File: src/rtl/toy_fetch_realign.sv
// Realigns 32-bit fetch words into RV32IC instructions (16/32-bit, including
// 32-bit instructions that straddle two words) for the fetch stage.
module toy_fetch_realign #(
  parameter int DEPTH = 8
) (
  input  logic                     clk,
  input  logic                     rst_n,
  input  logic                     clear,
  input  logic                     clear_half,
  input  logic                     req_vld,
  output logic                     req_rdy,
  input  logic [31:0]              req_pld,
  output logic                     ack_vld,
  input  logic                     ack_rdy,
  output logic [31:0]              ack_pld,
  output logic                     ack_len,
  output logic [$clog2(DEPTH):0]   count
);

  localparam int AW = $clog2(DEPTH);
  localparam logic [AW:0] DEPTH_C = (AW+1)'(DEPTH);
  localparam logic [AW:0] TWO_C   = (AW+1)'(2);

  logic [31:0]   mem_q [DEPTH];
  logic [AW-1:0] wr_ptr_q, wr_ptr_d;
  logic [AW-1:0] rd_ptr_q, rd_ptr_d;
  logic [AW-1:0] rd_nxt;
  logic [AW:0]   count_q, count_d;
  logic          rd_half_q, rd_half_d;

  logic [31:0] head, nxt;
  logic [15:0] p0;
  logic        is32, ready, push, pop, take;

  always_comb begin
    rd_nxt = rd_ptr_q + AW'(1);
    head   = mem_q[rd_ptr_q];
    nxt    = mem_q[rd_nxt];
    p0     = rd_half_q ? head[31:16] : head[15:0];
    is32   = (p0[1:0] == 2'b11);
    // A straddling 32-bit instruction needs its second word already buffered.
    ready  = (count_q != '0) && (!(is32 && rd_half_q) || (count_q >= TWO_C));
  end

  assign req_rdy = (count_q < DEPTH_C);
  assign push    = req_vld && req_rdy;
  assign ack_vld = ready && !clear;
  assign take    = ack_vld && ack_rdy;
  assign pop     = take && (is32 || rd_half_q);
  assign count   = count_q;

  always_comb begin
    ack_pld = 32'h0;
    ack_len = 1'b0;
    if (ack_vld) begin
      ack_len = is32;
      if (!is32)         ack_pld = {16'h0, p0};
      else if (rd_half_q) ack_pld = {nxt[15:0], head[31:16]};
      else               ack_pld = head;
    end
  end

  always_comb begin
    wr_ptr_d  = wr_ptr_q;
    rd_ptr_d  = rd_ptr_q;
    count_d   = count_q;
    rd_half_d = rd_half_q;
    if (clear) begin
      wr_ptr_d  = '0;
      rd_ptr_d  = '0;
      count_d   = '0;
      rd_half_d = clear_half;
    end else begin
      if (push) wr_ptr_d = wr_ptr_q + AW'(1);
      if (pop)  rd_ptr_d = rd_nxt;
      count_d = count_q + (AW+1)'(push) - (AW+1)'(pop);
      // Only 16-bit parcels move the halfword pointer; 32-bit keeps parity.
      if (take && !is32) rd_half_d = !rd_half_q;
    end
  end

  always_ff @(posedge clk or negedge rst_n) begin
    if (!rst_n) begin
      wr_ptr_q  <= '0;
      rd_ptr_q  <= '0;
      count_q   <= '0;
      rd_half_q <= 1'b0;
    end else begin
      wr_ptr_q  <= wr_ptr_d;
      rd_ptr_q  <= rd_ptr_d;
      count_q   <= count_d;
      rd_half_q <= rd_half_d;
    end
  end

  always_ff @(posedge clk) begin
    if (push && !clear) mem_q[wr_ptr_q] <= req_pld;
  end

endmodule

File: config.mk
export PLATFORM = sky130hd
export DESIGN_NAME = toy_fetch_realign
export DESIGN_NICKNAME = d
export VERILOG_FILES = /design/src/rtl/toy_fetch_realign.sv
export SDC_FILE = /design/constraint.sdc
export NUM_CORES = 1
export LEC_CHECK = 0
export CAP_MARGIN = 20
export CORE_ASPECT_RATIO = 1.2
export CORE_MARGIN = 4
export CORE_UTILIZATION = 40
export CTS_CLUSTER_SIZE = 30
export DETAILED_ROUTE_END_ITERATION = 16
export DONT_BUFFER_PORTS = 1
export GPL_ROUTABILITY_DRIVEN = 1
export GPL_TIMING_DRIVEN = 0
export PLACE_DENSITY = 0.63
export SYNTH_ARGS = -nofsm -noshare
export SYNTH_HDL_FRONTEND = slang
export SYNTH_SLANG_ARGS = --single-unit
File: constraint.sdc
create_clock -name clk -period 5.2 [get_ports clk]
set_clock_uncertainty 0.15 [all_clocks]
set_input_delay 0.26 -clock clk [delete_from_list [all_inputs] [get_ports clk]]
set_output_delay 0.26 -clock clk [all_outputs]
set_load 0.02 [all_outputs]
==> impl_metrics.tcl <==
set metrics [dict create \
    dr.pass1.iters 4 \
    cts-buffers-inserted 25 \
    clockRootBuffer "clkbuf_16" \
    outcome "finished clean" \
    reg2reg_to "count[2]" \
    worstRegToRegCells 12 \
    slew_headroom_pct 23.62 \
    synth_fp_nets 617 \
    cap_violations 0 \
    area_delta_synth_final_pct 16.06 \
    die_w_um 165.2 \
    synth-seq-cells 267 \
    grt_pass1_wl_um 42880 \
    cp.arrival_ps 3760 \
    drt_wl_total_um 28550 \
    syn-instance-count 571 \
    rows 68 \
    synthTopCellsByCount "edfxtp_1, mux4_2, nor2b_1, a211oi_1, mux2i_1" \
    rsz0062_at_grt "no" \
    cts.sinks 267 \
    p_leak_nw 4.236 \
    post_cts_buffers 0 \
    routedWlPerCell_um 27.01 \
    netlist_area_um2 11870 \
    cts-htree-levels 1 \
    pin_count 77 \
    hpwl_um 19770 \
    yosysSeqAreaShare_pct 67.10 \
    die_h_um 196.7 \
    ir_drop_uv 203.0 \
    hold_slack_ps 2.868 \
    antenna_found_initial 2 \
    gp_congestion 0.7970 \
    period_share_pct 80.15 \
    dr.first_iter.drc_count 501 \
    end_kind "output pin" \
    synth_area_leaders "edfxtp_1, mux4_2, dfrtp_1, mux2i_1, nor2b_1" \
    cts_buffer_depth 3 \
    cp.required_ps 4790 \
    nets 699 \
    max_freq_mhz 239.9 \
    crit_fanout 10 \
    wl_met1_um 11040 \
    clk_latency_ps 520 \
    globalRouteOverflowTotal 0 \
    vias 6169 \
    min_period_ps 4168 \
    die_area_um2 32500 \
    top_layer "met5" \
    cts.hold.buffers_added 40 \
    synth_flop_cell "edfxtp_1" \
    synth_edf_count 256 \
    path_class "reg2out" \
    syn_avg_cell_area_um2 20.78 \
    start_util_pct 40.90 \
    yosysTopAreaCell "edfxtp_1" \
    worst_slew_pin_slew_ps 1142 \
    ant_nets 0 \
    yosysWarnings 0 \
    tritoncts "done" \
    worstReg2RegStart "count[3]" \
    wl_met2_um 14460 \
    yosys.cell_types.count 41 \
    synthMostInstantiatedCell "edfxtp_1" \
    core_area_um2 29010 \
    drive_gt1_share_pct 29.25 \
    clkTransAtPathRegs_ps 60 \
    setup_viol 0 \
    rrSetupSlack_ps 1590 \
    synth_top_area_share_pct 64.78 \
    drc_errors 0 \
    async_flop_share_pct 4.120 \
    vias_per_cell 5.836 \
    grt_pass1_vias 6621 \
    finalMaxSlewViolations 0 \
    total_power_w 0.005169 \
    grt_max_degree 24 \
    p_per_area_nw_per_um2 375.3 \
    hold_path_class "in2async" \
    portBuffers 0 \
    critPathLaunchType "register" \
    finalHoldViolations 0 \
    post_cts_resized 0 \
    wl_met3_um 1944 \
    grt_usage_pct 17.91 \
]
[registers in the layout, indices dropped and copies added (netlist names)]
register / cells
count: 4
mem_q: 256
rd_half_q: 1
rd_ptr_q: 3
wr_ptr_q: 3
[worst max-delay path by stage]
stage	from	to	slack (ps)
floorplan	count[3]	mem_q[0][0]	1160
global placement	count[3]	mem_q[0][25]	-1330
detailed placement	rd_ptr_q[1]	ack_pld[21]	1510
CTS	rd_ptr_q[1]	ack_pld[21]	940
global route	rd_ptr_q[1]	ack_pld[21]	830
finish	rd_ptr_q[1]	ack_pld[21]	1030
[cell families (layout without fill, tap and decap cells)]
logic type	Yosys count	after routing	synth area share [%]
flip-flops	267	267	67.10
multiplexers	132	132	23.15
AND/OR/NAND/NOR	62	62	2.889
buffers and inverters	49	148	2.024
AO/OA/AOI/OAI	48	48	3.553
adder cells (fa/ha/maj)	8	8	0.9068
XOR/XNOR	5	5	0.3691
other	0	2	0
[metrics by stage]
| step | util [%] | TNS (ps) | instances | setup WS [ps] | area (um2) |
|---|---|---|---|---|---|
| 4_1_cts | 47.45 | 0 | 1055 | 938.7 | 13770 |
| 3_5_place_dp | 43.47 | 0 | 971 | 1507 | 12610 |
| 2_1_floorplan | - | 0 | 571 | 1155 | 11870 |
| 3_3_place_gp | 42.56 | -74800 | 956 | -1326 | 12350 |
| 6_report | 47.47 | 0 | 1057 | 1032 | 13770 |
| 5_1_grt | 47.46 | 0 | 1056 | 826.9 | 13770 |
[power by group]
part           switching (W)  internal (W)  leakage [nW]
Sequential         0.0000462       0.00243          2.46
Clock               0.000725      0.000976         0.369
Combinational       0.000572      0.000415          1.41
Total                0.00134       0.00383          4.24
[cell type report]
cell class / instances / area (um2)
inverters: 12 / 45.04
flip-flops and latches: 267 / 7963
well taps: 385 / 481.7
plain buffers: 37 / 195.2
fillers: 2361 / 15240
diodes: 2 / 5.005
multi-input cells: 255 / 3719
repair buffers: 55 / 608.1
clock buffers: 31 / 648.1
clock inverters: 13 / 107.6
[layout by cell type (no fill, tap or decap), drive strengths merged, types with 2 or more instances in the layout]
cell,netlist,routed
edfxtp,256,256
nor2b,28,28
mux2i,19,19
dlygate4sd3,0,40
clkbuf,14,45
nand2b,2,2
or3,2,2
nand2,5,5
nand3,2,2
nor2,14,14
mux4,111,111
nor3,2,2
diode,0,2
and2b,6,6
clkinv,0,10
dfrtp,11,11
o21ai,3,3
o31ai,2,2
a21oi,3,3
buf,23,38
xnor2,2,2
a211oi,33,33
mux2,2,2
xor2,3,3
ha,7,7
bufinv,0,2
inv,12,12
[worst max-delay path, cell delays in order (launching register included)]
cell      delay, ps
dfrtp_1         420
ha_1            280
buf_2           200
buf_2           400
clkbuf_1        670
mux4_2          340
mux2i_1          70
a211oi_1        860
[metal layers]
metal  vias up  track usage, %
met1      3284           23.34
met4         2           6.379
li1       2589               -
met3        62           2.991
met5         -               0
met2       232           30.40
No activity file was read; power rests on OpenSTA's default activity.
